File: config.mk
export PLATFORM = sky130hd
export DESIGN_NAME = fir_sample_sequencer
export DESIGN_NICKNAME = d
export VERILOG_FILES = /design/src/rtl/fir_sample_sequencer.sv
export SDC_FILE = /design/constraint.sdc
export NUM_CORES = 1
export LEC_CHECK = 0
export CORE_UTILIZATION = 50
export CTS_BUF_LIST = sky130_fd_sc_hd__clkbuf_2
export CTS_CLUSTER_SIZE = 25
export DETAILED_ROUTE_END_ITERATION = 7
export PLACE_DENSITY = 0.75
export SYNTH_ARGS = -nofsm -noshare
export SYNTH_HDL_FRONTEND = slang
export SYNTH_SLANG_ARGS = --single-unit
File: constraint.sdc
create_clock -name clk -period 3.4 [get_ports clk]
set_clock_uncertainty 0.15 [all_clocks]
set_input_delay 0.51 -clock clk [delete_from_list [all_inputs] [get_ports clk]]
set_output_delay 0.51 -clock clk [all_outputs]
set_load 0.005 [all_outputs]
File: src/rtl/fir_sample_sequencer.sv
// Host-side sequencer for a start/done FIR filter: buffers samples, issues them
// one at a time, then rounds/saturates each wide result onto a valid/ready stream.
module fir_sample_sequencer #(
    parameter int WIDTH      = 16,
    parameter int LENGTH     = 38,
    parameter int FIFO_DEPTH = 4,
    parameter int FRAC_SHIFT = 15,
    parameter int TIMEOUT    = 255
) (
    input  logic              clk,
    input  logic              rst,
    input  logic [WIDTH-1:0]  s_data,
    input  logic              s_valid,
    output logic              s_ready,
    output logic [WIDTH-1:0]  fir_x,
    output logic              fir_ready,
    input  logic [LENGTH-1:0] fir_y,
    input  logic              fir_done,
    output logic [WIDTH-1:0]  m_data,
    output logic              m_valid,
    input  logic              m_ready,
    output logic              busy,
    output logic              timeout_err,
    output logic [15:0]       sample_count
);

    localparam int AW = $clog2(FIFO_DEPTH);
    localparam int CW = $clog2(TIMEOUT + 1);
    localparam int L1 = LENGTH + 1;
    localparam logic [CW-1:0] LAST_CNT = CW'(TIMEOUT - 1);
    localparam logic signed [LENGTH:0] RND     = L1'(1) << (FRAC_SHIFT - 1);
    localparam logic signed [LENGTH:0] SAT_MAX = (L1'(1) << (WIDTH - 1)) - L1'(1);
    localparam logic signed [LENGTH:0] SAT_MIN = -(L1'(1) << (WIDTH - 1));

    // Handshakes: a transfer happens on a rising edge where valid and ready are
    // both high; valid holds and data stays stable until that edge.
    typedef enum logic [1:0] {IDLE = 2'd0, ISSUE = 2'd1, WAIT = 2'd2} state_t;

    state_t          state, next_state;
    logic [WIDTH-1:0] mem [FIFO_DEPTH];
    logic [AW:0]     wr_ptr, rd_ptr;
    logic            fifo_full, fifo_empty, push, go_issue, timed_out, result_in;
    logic [CW-1:0]   wait_cnt;
    logic signed [LENGTH:0] y_ext, y_rnd, y_shf;
    logic [WIDTH-1:0] scaled;

    assign fifo_empty = (wr_ptr == rd_ptr);
    assign fifo_full  = (wr_ptr[AW] != rd_ptr[AW]) && (wr_ptr[AW-1:0] == rd_ptr[AW-1:0]);
    assign s_ready    = rst && !fifo_full;
    assign push       = s_valid && s_ready;
    assign fir_ready  = (state == ISSUE);
    assign busy       = (state != IDLE);
    assign result_in  = (state == WAIT) && fir_done;
    assign timed_out  = (state == WAIT) && !fir_done && (wait_cnt == LAST_CNT);

    // Rounding add is done one bit wider so the largest fir_y cannot wrap.
    assign y_ext = $signed({fir_y[LENGTH-1], fir_y});
    assign y_rnd = y_ext + RND;
    assign y_shf = y_rnd >>> FRAC_SHIFT;

    always_comb begin
        scaled = WIDTH'(y_shf);
        if (y_shf > SAT_MAX)
            scaled = WIDTH'(SAT_MAX);
        else if (y_shf < SAT_MIN)
            scaled = WIDTH'(SAT_MIN);
    end

    always_comb begin
        next_state = state;
        go_issue   = 1'b0;
        case (state)
            IDLE: begin
                if (!fifo_empty && (!m_valid || m_ready)) begin
                    next_state = ISSUE;
                    go_issue   = 1'b1;
                end
            end
            ISSUE:   next_state = WAIT;
            WAIT:    if (fir_done || (wait_cnt == LAST_CNT)) next_state = IDLE;
            default: next_state = IDLE;
        endcase
    end

    always_ff @(posedge clk or negedge rst) begin
        if (!rst)
            state <= IDLE;
        else
            state <= next_state;
    end

    always_ff @(posedge clk) begin
        if (push)
            mem[wr_ptr[AW-1:0]] <= s_data;
    end

    always_ff @(posedge clk or negedge rst) begin
        if (!rst) begin
            wr_ptr       <= '0;
            rd_ptr       <= '0;
            fir_x        <= '0;
            wait_cnt     <= '0;
            m_data       <= '0;
            m_valid      <= 1'b0;
            timeout_err  <= 1'b0;
            sample_count <= '0;
        end else begin
            if (push)
                wr_ptr <= wr_ptr + 1'b1;
            // The head is popped on the edge entering ISSUE so fir_x is already
            // valid during the fir_ready cycle.
            if (go_issue) begin
                rd_ptr <= rd_ptr + 1'b1;
                fir_x  <= mem[rd_ptr[AW-1:0]];
            end
            if (state == ISSUE)
                wait_cnt <= '0;
            else if (state == WAIT)
                wait_cnt <= wait_cnt + 1'b1;
            if (result_in) begin
                m_data       <= scaled;
                m_valid      <= 1'b1;
                sample_count <= sample_count + 16'd1;
            end else if (m_valid && m_ready) begin
                m_valid <= 1'b0;
            end
            if (timed_out)
                timeout_err <= 1'b1;
        end
    end

endmodule

* Yosys cells after proc, flatten, opt, wreduce, memory -nomap -nowiden
Memories as Yosys holds them, arrays and structs flattened. A register that Yosys moved wholly into a read port is not among the register bits.
Cells that the tools add are included.
** Storage, ports and cells
- Memories :: 1
- Output and inout port bits :: 53
- Bits in registers :: 50
- Word-level logic and storage cells :: 57
- RAM bits :: 64
** Memories
- mem :: words 4, bits a word 16, rd ports 1, clocked after Yosys merged registers in 1, write ports 1, RTL line 40 : logic [WIDTH-1:0] mem [FIFO_DEPTH];
** Operators by class
- Reduce and logical (&&, ||, !) cells :: 20
- Equal/unequal tests :: 8
- $add $sub $neg :: 5
- $lt $le $gt $ge :: 2
- Muxes and demuxes :: 13
** Operator list (count)
- adder 38 x 16 -> 39 bit, second input constant :: 1
- 2-to-1 mux 16 bit :: 2
- greater-than comparator 24 x 16 -> 1 bit, second input constant :: 1
- less-than comparator 24 x 16 -> 1 bit, second input constant :: 1
- adder 16 x 1 -> 16 bit, second input constant :: 1
- 2-to-1 mux 8 bit :: 2
- adder 8 x 1 -> 8 bit, second input constant :: 1
- equality test 8 bit, second input constant :: 1
- logical AND 1 bit :: 8
- adder 3 x 1 -> 3 bit, second input constant :: 2
- 2-to-1 mux 1 bit :: 6
- one-hot mux 2 bit (3 select lines) :: 1
- nonzero test 2 bit :: 3
- logical NOT 1 bit :: 5
- 2-to-1 mux 2 bit :: 2
- equality test 3 bit :: 1
- equality test 2 x 1 -> 1 bit, second input constant :: 1
- equality test 2 bit :: 1
- equality test 2 bit, second input constant :: 1
- logical NOT 2 bit :: 1
- logical OR 1 bit :: 2
- != test 2 x 1 -> 1 bit, second input constant :: 1
- != test 2 bit, second input constant :: 1
- AND reduction 2 bit :: 1
- != test 1 bit :: 1

* Logic depth before layout (Yosys ltp)
Gate-level depths: netlist (run 1).
- Word-level depth :: 7
- Mapped depth :: 10

* Worst setup path after synthesis (run 1)
Ideal clock, no wire load.
- Kind :: reg-to-reg
- Start point :: reg rd_ptr[1]
- End point :: mem mem[3][0] (enable)
- Cell stages (with the launch flop) :: 6
- Clock period less this slack :: 2383 ps
- Setup time :: 375 ps
- Data arrival time :: 1858 ps
- Data required time :: 2875 ps
- Path slack :: 1017 ps
- Buffers on the path :: 1
- Cell sequence :: dfrtp_1 clkbuf_1 xor2_1 nor2_1 a21boi_0 and3_1
** Between the ends
- Word-level cells in the longest chain between the ends :: 7
** RTL lines
- start: declaration :: RTL line 41 : logic [AW:0] wr_ptr, rd_ptr;
- start signal: assignment :: RTL line 113 : rd_ptr <= rd_ptr + 1'b1;
- equality test 2 bit :: RTL line 48 : assign fifo_full = (wr_ptr[AW] != rd_ptr[AW]) && (wr_ptr[AW-1:0] == rd_ptr[AW-1:0]);
- logical AND 1 bit :: RTL line 48
- logical NOT 1 bit :: RTL line 49 : assign s_ready = rst && !fifo_full;
- logical AND 1 bit :: RTL line 49
- named net s_ready :: RTL line 14 : output logic s_ready,
- logical AND 1 bit :: RTL line 50 : assign push = s_valid && s_ready;
- 2-to-1 mux 1 bit :: RTL line 93 : if (push)
- 2-to-1 mux 1 bit (implied by the code) :: RTL line 94 : mem[wr_ptr[AW-1:0]] <= s_data;
- end: declaration :: RTL line 40
The timed path passes the listed nets, and every way through them passes these cells.

* Worst setup path in the final report (run 1)
- Start point :: reg wr_ptr[1]
- End point :: out s_ready
** Between the ends
- Word-level cells in the longest chain between the ends :: 4
** RTL lines
- start: declaration :: RTL line 41
- start signal: assignment :: RTL line 109 : wr_ptr <= wr_ptr + 1'b1;
- equality test 2 bit :: RTL line 48
- logical AND 1 bit :: RTL line 48
- logical NOT 1 bit :: RTL line 49
- logical AND 1 bit :: RTL line 49
- end: declaration :: RTL line 14
Every way passes these cells.

==> reports/results.ini, run 1 <==
[critical_path]
cp-start-kind = flip-flop
required_ns = 2.74
cp_max_fo = 6
max_stage_delay_ns = 0.62
crit_chain = xor2_1, nor2_1, a21boi_1, clkdlybuf4s50_1
critPathKind = reg -> out
end_kind = output port
crit_family = buffers and inverters
path_buf_inv = 1
critPathArrivalTime_ns = 2.37
cp_slowest_cell = clkdlybuf4s50_1

[placement]
place_area_sq_um = 6990
hpwl_um = 7979
io_buffers = 97
gp_congestion = 0.8866

[timing]
fin_crit_sh_pct = 89.20
max_slew_margin_pct = 40.87
hold_viol_final = 0
rsz0062_at_grt = no
worst_pin_slew_ns = 0.8869
fin_crit_ns = 3.033
whs_ns = 0.3313
setup_violations = 0
fmax_mhz = 329.7
setup_tns_ns = 0
drv_slew = 0

[global_route]
antenna_found_initial = 0
grt_first_pass_wirelength_um = 18280
grt_max_degree = 67
globalRouteOverflowTotal = 0
grt_pass1_vias = 3733
grtUsageTotal_pct = 20.59

[final_layout]
final_area_sq_um = 7253
drive_gt1_share_pct = 16.43
antenna_cells = 0
post-route-util_pct = 63.52
fillerInstances = 900
seq_area_sq_um = 3573
area_delta_synth_final_pct = 24.11
multi_input_area_sq_um = 2160
nets = 618

[cts]
root_buffer = clkbuf_2
clock_sinks = 130
clk_latency_ns = 0.64
cts_buffer_depth = 2
cts_tree = done
cts.htree.levels = 4
path_clk_slew_ns = 0.19
cts-buffers-inserted = 17
cts_setup_buffers = 0

[power]
p_leak_nw = 2.808
swShare_pct = 31.77
irDropWorstVdd_mv = 0.4324
intPower_mw = 3.557
seqPwrFrac_pct = 44.2
powerDensity_nw_per_um2 = 718.7
p_sw_mw = 1.656
comb_power_share_pct = 37.2
pwr-share-clk_pct = 18.6

[detailed_routing]
post-route-drc-count = 0
via_count = 3795
drtIter0Drc = 184
drt-total-wl_um = 11590
via_per_inst = 5.398
wl_per_cell_um = 16.49
firstDrtPassIters = 4
postRouteAntennaNets = 0

[synthesis]
syn-cell-area_sq_um = 5844
syn-num-nets = 505
ys.warnings.count = 0
syn_inst = 434
synth_edf_count = 64
synth_flop_cell = dfrtp_1
synth_seq_cells = 130
synth.avg_cell_area_sq_um = 13.47
synth_async_sr_flop_share_pct = 50.77
ys_types = 50
seq_area_frac_synth_pct = 61.14

[status]
status = complete, no violations

[flow_run]
cap_violations = 0

[die]
die_x_um = 110.1
die_h_um = 110.1
core_sq_um = 11420
die_area_sq_um = 12130
ios = 112
rows = 39
floorplan.initialDensity_pct = 51.18

[min_path]
hold_path.class = in -> reg

==> synthesized netlist by cell type, types with 2 or more instances <==
cell type   n  area, sq um
nor3b_1     4        30.03
nand4_1    15        93.84
nand3_1    16        80.08
o21ai_0    10        50.05
o21ai_2     4        35.03
o21ai_1     6        30.03
ha_1       12        150.1
a21oi_1     8        40.04
a31oi_1     2        12.51
and4_1      3        26.28
dfrtp_1    66         1652
xnor2_1    27        236.5
and3_1     10        62.56
nand2b_1    2        12.51
o22ai_1     3        18.77
buf_1       2        7.510
xor2_1     11        96.34
nor2b_1     2        12.51
nor2_1     23        86.33
mux4_2     16        360.4
edfxtp_1   64         1922
inv_1      10        37.54
and2_1      2        12.51
buf_2       2        10.01
nor3_1     18        90.09
buf_6       2        22.52
clkbuf_1    7        26.28
mux2i_1     3        30.03
mux2_2     20        225.2
nand2_1    44        165.2
==> worst paths after layout <==
kind,cells past startpoint,end,from,slack (ns)
setup / recovery,4,s_ready,wr_ptr[1],0.37
setup reg to reg,4,mem[2][6],wr_ptr[1],0.97
hold reg to reg,1,timeout_err,timeout_err,0.34
hold / removal,1,mem[3][5],s_data[5],0.33
min in group asynchronous,3,wait_cnt[1],rst,0.49
max in group asynchronous,3,wr_ptr[0],rst,2.04
==> power by group through the flow <==
| stage | clock (mW) | sequential, mW | combinational [mW] |
|---|---|---|---|
| final | 0.971 | 2.30 | 1.94 |
| after CTS | 1.00 | 2.30 | 1.97 |
| after global placement | 0 | 2.31 | 1.90 |
| after global routing | 1.06 | 2.35 | 2.15 |
| after floorplan | 0 | 2.29 | 1.13 |
| after detailed placement | 0 | 2.34 | 1.96 |
==> metrics by stage <==
stage          total power, mW  cells  setup WS [ns]
3_5_place_dp             4.299    670         0.1625
6_report                 5.213    703         0.3673
3_3_place_gp             4.208    670         0.2217
2_1_floorplan            3.419    434          1.017
5_1_grt                  5.554    703         0.1725
4_1_cts                  5.278    703         0.1405
==> area by class of cell <==
type,count,area share (%)
multi-input combinational,280,29.77
tap,143,2.467
inverter,10,0.5175
timing repair buffer,108,14.49
clock inverter,14,2.243
sequential,130,49.27
clock buffer,18,1.242
==> flip-flops by register name (all words and copies together) (netlist names) <==
register / cells
timeout_err: 1
sample_count: 16
rd_ptr: 3
mem: 64
m_valid: 1
fir_x: 16
m_data: 16
state: 2
wr_ptr: 3
wait_cnt: 8
==> cell usage in the layout, fill, tap and decap left out, drive strengths merged, types with 11 or more instances in the layout <==
master and count:
buf 11, clkbuf 18, clkdlybuf4s50 96, dfrtp 66, edfxtp 64, ha 12, inv 11, mux2 20
mux4 16, nand2 45, nand3 16, nand4 16, nor2 24, nor3 19, o21ai 20, xnor2 27
xor2 11
==> cell families (layout without fill, tap and decap cells) <==
family,Yosys count,in the layout,synth area share [%]
AOI/OAI and AO/OA,43,43,5.267
xor gates and xnor gates,38,38,5.695
adders and majority gates,12,12,2.569
buffers and inverters,24,150,1.906
DFF,130,130,61.14
muxes,39,39,10.53
and+or+nand+nor,148,148,12.89
==> worst register-to-register path, delay by kind of cell (launching register included) <==
kind / cells / cell delay [ns]
XOR/XNOR: 1 / 0.22
flip-flops: 1 / 0.49
AO/OA/AOI/OAI: 1 / 0.32
AND/OR/NAND/NOR: 2 / 0.88
==> layer usage <==
metal | GRT usage [%] | share of wire [%] | vias up
met5 | 0 | 0 | -
met4 | 6.673 | 1.2 | 0
met3 | 4.938 | 4.7 | 11
met2 | 33.84 | 51 | 91
met1 | 27.11 | 43 | 1861
li1 | - | - | 1832
==> what timing repair did <==
item                                   in CTS  in global routing
gates resized for setup                     0                  1
hold buffers                                1                  0
setup endpoints to repair                   0                  1
endpoints found under the hold margin      66                  0
(Power assumes the default switching activity.)
==> run 2, diff against run 1 <==
--- a/config.mk
+++ b/config.mk
@@ -5,11 +5,13 @@
 export SDC_FILE = /design/constraint.sdc
 export NUM_CORES = 1
 export LEC_CHECK = 0
-export CORE_UTILIZATION = 50
+export CAP_MARGIN = 20
+export CORE_ASPECT_RATIO = 1.5
+export CORE_UTILIZATION = 45
 export CTS_BUF_LIST = sky130_fd_sc_hd__clkbuf_2
 export CTS_CLUSTER_SIZE = 25
 export DETAILED_ROUTE_END_ITERATION = 7
-export PLACE_DENSITY = 0.75
+export PLACE_DENSITY = 0.69
 export SYNTH_ARGS = -nofsm -noshare
 export SYNTH_HDL_FRONTEND = slang
 export SYNTH_SLANG_ARGS = --single-unit
==> run 2 against run 1 <==
Compared with the run above: fmax fell by 0.31%; flip-flop and latch count did not move; clock-buffer cell count did not move; hold slack got worse by 0.057 ns; sequential share of layout area fell by 0.40 points; clock power fell by 3.3%; total power fell by 1.1%; first-iteration DRC count fell by 29%; cell count rose by 2.7%; core utilization fell by 5.4 points; via count rose by 2.1%; critical endpoint unchanged; largest cell class unchanged; highest routed layer unchanged.
==> reports/results.ini, run 2 (same netlist as run 1, synthesis figures left out) <==
[status]
status = complete, no violations

[timing]
setup_violations = 0
worst_pin_slew_ns = 0.8998
drv_slew = 0
fin_crit_ns = 3.042
max_slew_margin_pct = 40.01
setup_ws_ns = 0.3580
fin_crit_sh_pct = 89.47
fmax_mhz = 328.7
rsz0062_at_grt = no
hold_viol_final = 0
setup_tns_ns = 0

[critical_path]
crit_start = wr_ptr[1]
rr_endpoint = mem[2][12]
cp_max_fo = 6
cp-start-kind = flip-flop
critPathKind = reg -> out
cp-endpoint = s_ready
end_kind = output port
r2r_slack_ns = 0.94
critPathArrivalTime_ns = 2.38
required_ns = 2.74
ff2ff_path_depth = 4
r2r_start = wr_ptr[1]

[cts]
cts_buffer_depth = 2
clk_latency_ns = 0.65
root_buffer = clkbuf_2
cts_tree = done
cts-buffers-inserted = 17
cts.htree.levels = 4
path_clk_slew_ns = 0.20
clock_sinks = 130

[placement]
hpwl_um = 8151
gp_congestion = 0.8931
dp_slack_ns = 0.1763
dp_cells = 688
io_buffers = 97

[flow_run]
cap_violations = 0

[global_route]
antenna_found_initial = 1
grt_first_pass_wirelength_um = 18710
grt_pass1_vias = 3806
globalRouteOverflowTotal = 0
grtUsageTotal_pct = 18.82
grt_max_degree = 47

[final_layout]
seq_area_sq_um = 3573
fillerInstances = 1035
layout_common_cells = clkdlybuf4s50_1, dfrtp_1, edfxtp_1
drive_gt1_share_pct = 17.70
nets = 623
largest_reg_flops = 64
final_common_cell = clkdlybuf4s50_1
multi_input_area_sq_um = 2160
area_delta_synth_final_pct = 25.13
final_cells = 722
post-route-util_pct = 58.16

[power]
irDropWorstVdd_mv = 0.3031
p_leak_nw = 2.830
powerDensity_nw_per_um2 = 705.1
total_power_mw = 5.157

[die]
core_sq_um = 12570
rows = 50
floorplan.initialDensity_pct = 46.48
die_x_um = 95.05
die_h_um = 141.6
die_area_sq_um = 13460
ios = 112

[detailed_routing]
drtIter0Drc = 130
firstDrtPassIters = 4
via_count = 3874
postRouteAntennaNets = 0
wl_per_cell_um = 16.30
post-route-drc-count = 0
via_per_inst = 5.366
drt-total-wl_um = 11770

[min_path]
hold_path.class = in -> async

## run 2: changes by cell type in the layout (fill, tap and decap cells not counted), sizes merged
cell	before	now
buf	11	16
clkinvlp	1	3
bufinv	3	2
clkinv	9	4
inv	11	15
diode	0	1
## run 2: layout make-up
cell class / instances / area share (%)
sequential: 130 / 48.86
multi-input combinational: 280 / 29.53
timing repair buffer: 113 / 15.06
tap: 156 / 2.669
clock inverter: 14 / 2.104
clock buffer: 18 / 1.232
inverter: 10 / 0.5133
antenna: 1 / 0.03422
## run 2: power breakdown
group | switching, mW | internal [mW]
Clock | 0.588 | 0.350
Combinational | 0.832 | 1.10
Sequential | 0.232 | 2.05
## run 2: how the worst min path moves through the flow
| stage | to | start | cells after the start |
|---|---|---|---|
| final | fir_x[15] | rst | 3 |
| after global routing | fir_x[4] | rst | 3 |
| after CTS | m_data[2] | rst | 3 |
| after detailed placement | sample_count[15] | sample_count[15] | 1 |
| after global placement | sample_count[15] | sample_count[15] | 1 |
| after floorplan | fir_x[0] | rst | 0 |
## run 2: timing repair
action / 4_1_cts / 5_1_grt
resized for setup: 0 / 1
hold buffers: 1 / 0
setup endpoints to repair: 0 / 1
endpoints found under the hold margin: 20 / 0
buffers inserted: 0 / 0
## run 2: routing by layer
| metal | vias up | track usage [%] | part of all wire, % |
|---|---|---|---|
| li1 | 1837 | - | - |
| met1 | 1911 | 21.65 | 41 |
| met2 | 115 | 33.40 | 54 |
| met3 | 11 | 4.448 | 4.4 |
| met4 | 0 | 7.018 | 1.1 |
| met5 | - | 0 | 0 |
## run 2: critical path, stage by stage, from the launching register on
cell and delay, ns:
dfrtp_1 0.48, xor2_1 0.21, nor2_1 0.07, a21boi_1 0.35, clkdlybuf4s50_1 0.62
## run 2: through the flow
| stage | cell area (sq um) | hold WS, ns |
|---|---|---|
| global placement | 7057 | 0.3132 |
| floorplan | 5844 | 0.06441 |
| global route | 7313 | 0.2229 |
| CTS | 7311 | 0.1888 |
| finish | 7313 | 0.2738 |
| detailed placement | 7057 | 0.3116 |
==> run 3, diff against run 2 <==
--- a/config.mk
+++ b/config.mk
@@ -6,12 +6,14 @@
 export NUM_CORES = 1
 export LEC_CHECK = 0
 export CAP_MARGIN = 20
+export CELL_PAD_IN_SITES_DETAIL_PLACEMENT = 1
+export CELL_PAD_IN_SITES_GLOBAL_PLACEMENT = 1
 export CORE_ASPECT_RATIO = 1.5
 export CORE_UTILIZATION = 45
 export CTS_BUF_LIST = sky130_fd_sc_hd__clkbuf_2
 export CTS_CLUSTER_SIZE = 25
 export DETAILED_ROUTE_END_ITERATION = 7
-export PLACE_DENSITY = 0.69
+export PLACE_DENSITY = 0.83
 export SYNTH_ARGS = -nofsm -noshare
 export SYNTH_HDL_FRONTEND = slang
 export SYNTH_SLANG_ARGS = --single-unit
==> run 3 against run 2 <==
Compared with the run above: combinational power increased by 4%; global-route usage is 3.5 points higher; first-iteration DRC count is 10% lower; flip-flop and latch count stayed put; cell count shrank 0.69%; sequential share of layout area increased by 0.28 points; die area stayed put; non-clock buffer count down 5; highest routed layer unchanged; total power increased by 0.60%; routed wire length rose by 17%; largest power group unchanged; register-to-register slack barely moved.
==> reports/results.ini, run 3 (same netlist as run 1, synthesis figures left out) <==
[status]
status = complete, no violations

[min_path]
min_from = s_data[3]
hold_path.class = in -> reg
hold_depth = 1
hold_end = mem[3][3]

[critical_path]
critPathKind = reg -> out
cp_max_fo = 6
critPathArrivalTime_ns = 2.41
end_kind = output port
rr_endpoint = mem[0][1]
required_ns = 2.74
r2r_slack_ns = 0.94
r2r_start = wr_ptr[1]
cp-start-kind = flip-flop
ff2ff_path_depth = 4

[final_layout]
fillerInstances = 1276
largest_reg_flops = 64
post-route-util_pct = 57.83
nets = 618
final_common_cell = clkdlybuf4s50_1
area_delta_synth_final_pct = 24.43
layout_common_cells = clkdlybuf4s50_1, dfrtp_1, edfxtp_1
drive_gt1_share_pct = 16.96

[global_route]
grtUsageTotal_pct = 22.27
grt_max_degree = 67
grt_first_pass_wirelength_um = 21940
grt_pass1_vias = 4341
globalRouteOverflowTotal = 0
antenna_found_initial = 1

[timing]
max_slew_margin_pct = 38.45
whs_ns = 0.2769
worst_pin_slew_ns = 0.9232
drv_slew = 0
setup_violations = 0
fin_crit_ns = 3.073
hold_viol_final = 0
rsz0062_at_grt = no
fin_crit_sh_pct = 90.39
setup_tns_ns = 0
fmax_mhz = 325.4

[placement]
io_buffers = 97
hpwl_um = 9984
gp_congestion = 0.8671

[die]
core_sq_um = 12570
die_area_sq_um = 13460
die_x_um = 95.05
die_h_um = 141.6
floorplan.initialDensity_pct = 46.48
rows = 50
ios = 112

[cts]
root_buffer = clkbuf_2
cts_buffer_depth = 2
cts_tree = done
cts_setup_buffers = 0
clk_latency_ns = 0.68
clock_sinks = 130
path_clk_slew_ns = 0.23
cts.htree.levels = 4
cts-buffers-inserted = 17

[detailed_routing]
via_count = 3898
drt-total-wl_um = 13810
via_per_inst = 5.437
firstDrtPassIters = 4
wl_per_cell_um = 19.26
drtIter0Drc = 117
post-route-drc-count = 0
postRouteAntennaNets = 0

[power]
pwr-share-clk_pct = 17.1
seqPwrFrac_pct = 44.5
p_sw_mw = 1.803
intPower_mw = 3.385
irDropWorstVdd_mv = 0.3261
total_power_mw = 5.188
swShare_pct = 34.75
comb_power_share_pct = 38.5
p_leak_nw = 2.804
powerDensity_nw_per_um2 = 713.4

[flow_run]
cap_violations = 0

run 3: changes by cell type in the layout (fill, tap and decap cells not counted):
cell and change:
clkinv_8 +1, inv_6 +1, bufinv_16 -2, buf_12 +1
clkinv_4 -1, inv_8 +4, clkinvlp_4 -1, clkinv_2 -1
clkbuf_2 -1, buf_4 -6
run 3: final cells by class:
cell class | instances | area, sq um | area share [%]
Antenna cell | 1 | 2.502 | 0.03441
Clock buffer | 17 | 85.08 | 1.170
Clock inverter | 15 | 142.6 | 1.961
Inverter | 10 | 37.54 | 0.5162
Multi-Input combinational cell | 280 | 2160 | 29.70
Sequential cell | 130 | 3573 | 49.14
Tap cell | 156 | 195.2 | 2.684
Timing Repair Buffer | 108 | 1076 | 14.80
run 3: worst max-delay path, cell delays in order (launching register included):
cell,delay (ns)
dfrtp_1,0.48
xor2_1,0.23
nor2_1,0.07
a21boi_1,0.33
clkdlybuf4s50_1,0.62
run 3: routing by layer:
| metal | wire, um | track usage, % | part of all wire [%] | vias up |
|---|---|---|---|---|
| met3 | 427 | 3.644 | 3.1 | 17 |
| met2 | 8142 | 42.82 | 59 | 94 |
| li1 | - | - | - | 1823 |
| met5 | 0 | 0 | 0 | - |
| met1 | 5052 | 23.56 | 37 | 1964 |
| met4 | 186 | 8.293 | 1.3 | 0 |
run 3: what timing repair did:
action                                  CTS  global route
endpoints found under the setup margin    0             1
gates resized for setup                   0             1
hold buffers                              1             0
hold endpoints to repair                 66             0
run 3: worst max path at each step:
stage	from	endpoint	slack, ns
after detailed placement	fir_y[20]	m_data[1]	0.12
after global routing	wr_ptr[1]	s_ready	0.15
after floorplan	rd_ptr[1]	mem[3][0]	1.02
after global placement	fir_y[20]	m_data[2]	0.26
final	wr_ptr[1]	s_ready	0.33
after CTS	wr_ptr[1]	s_ready	0.09
run 3: power groups by stage:
| stage | clock network, mW | logic [mW] | registers [mW] |
|---|---|---|---|
| CTS | 0.914 | 2.04 | 2.31 |
| detailed placement | 0 | 2.02 | 2.35 |
| floorplan | 0 | 1.13 | 2.29 |
| finish | 0.886 | 2.00 | 2.31 |
| global placement | 0 | 1.90 | 2.31 |
| global route | 0.969 | 2.19 | 2.35 |
run 3: stage by stage:
stage	std cells	setup slack [ns]	cell area [sq um]
after floorplan	434	1.017	5844
after global placement	683	0.2550	7032
after detailed placement	683	0.1199	7032
after CTS	716	0.08771	7269
after global routing	717	0.1461	7272
final	717	0.3267	7272
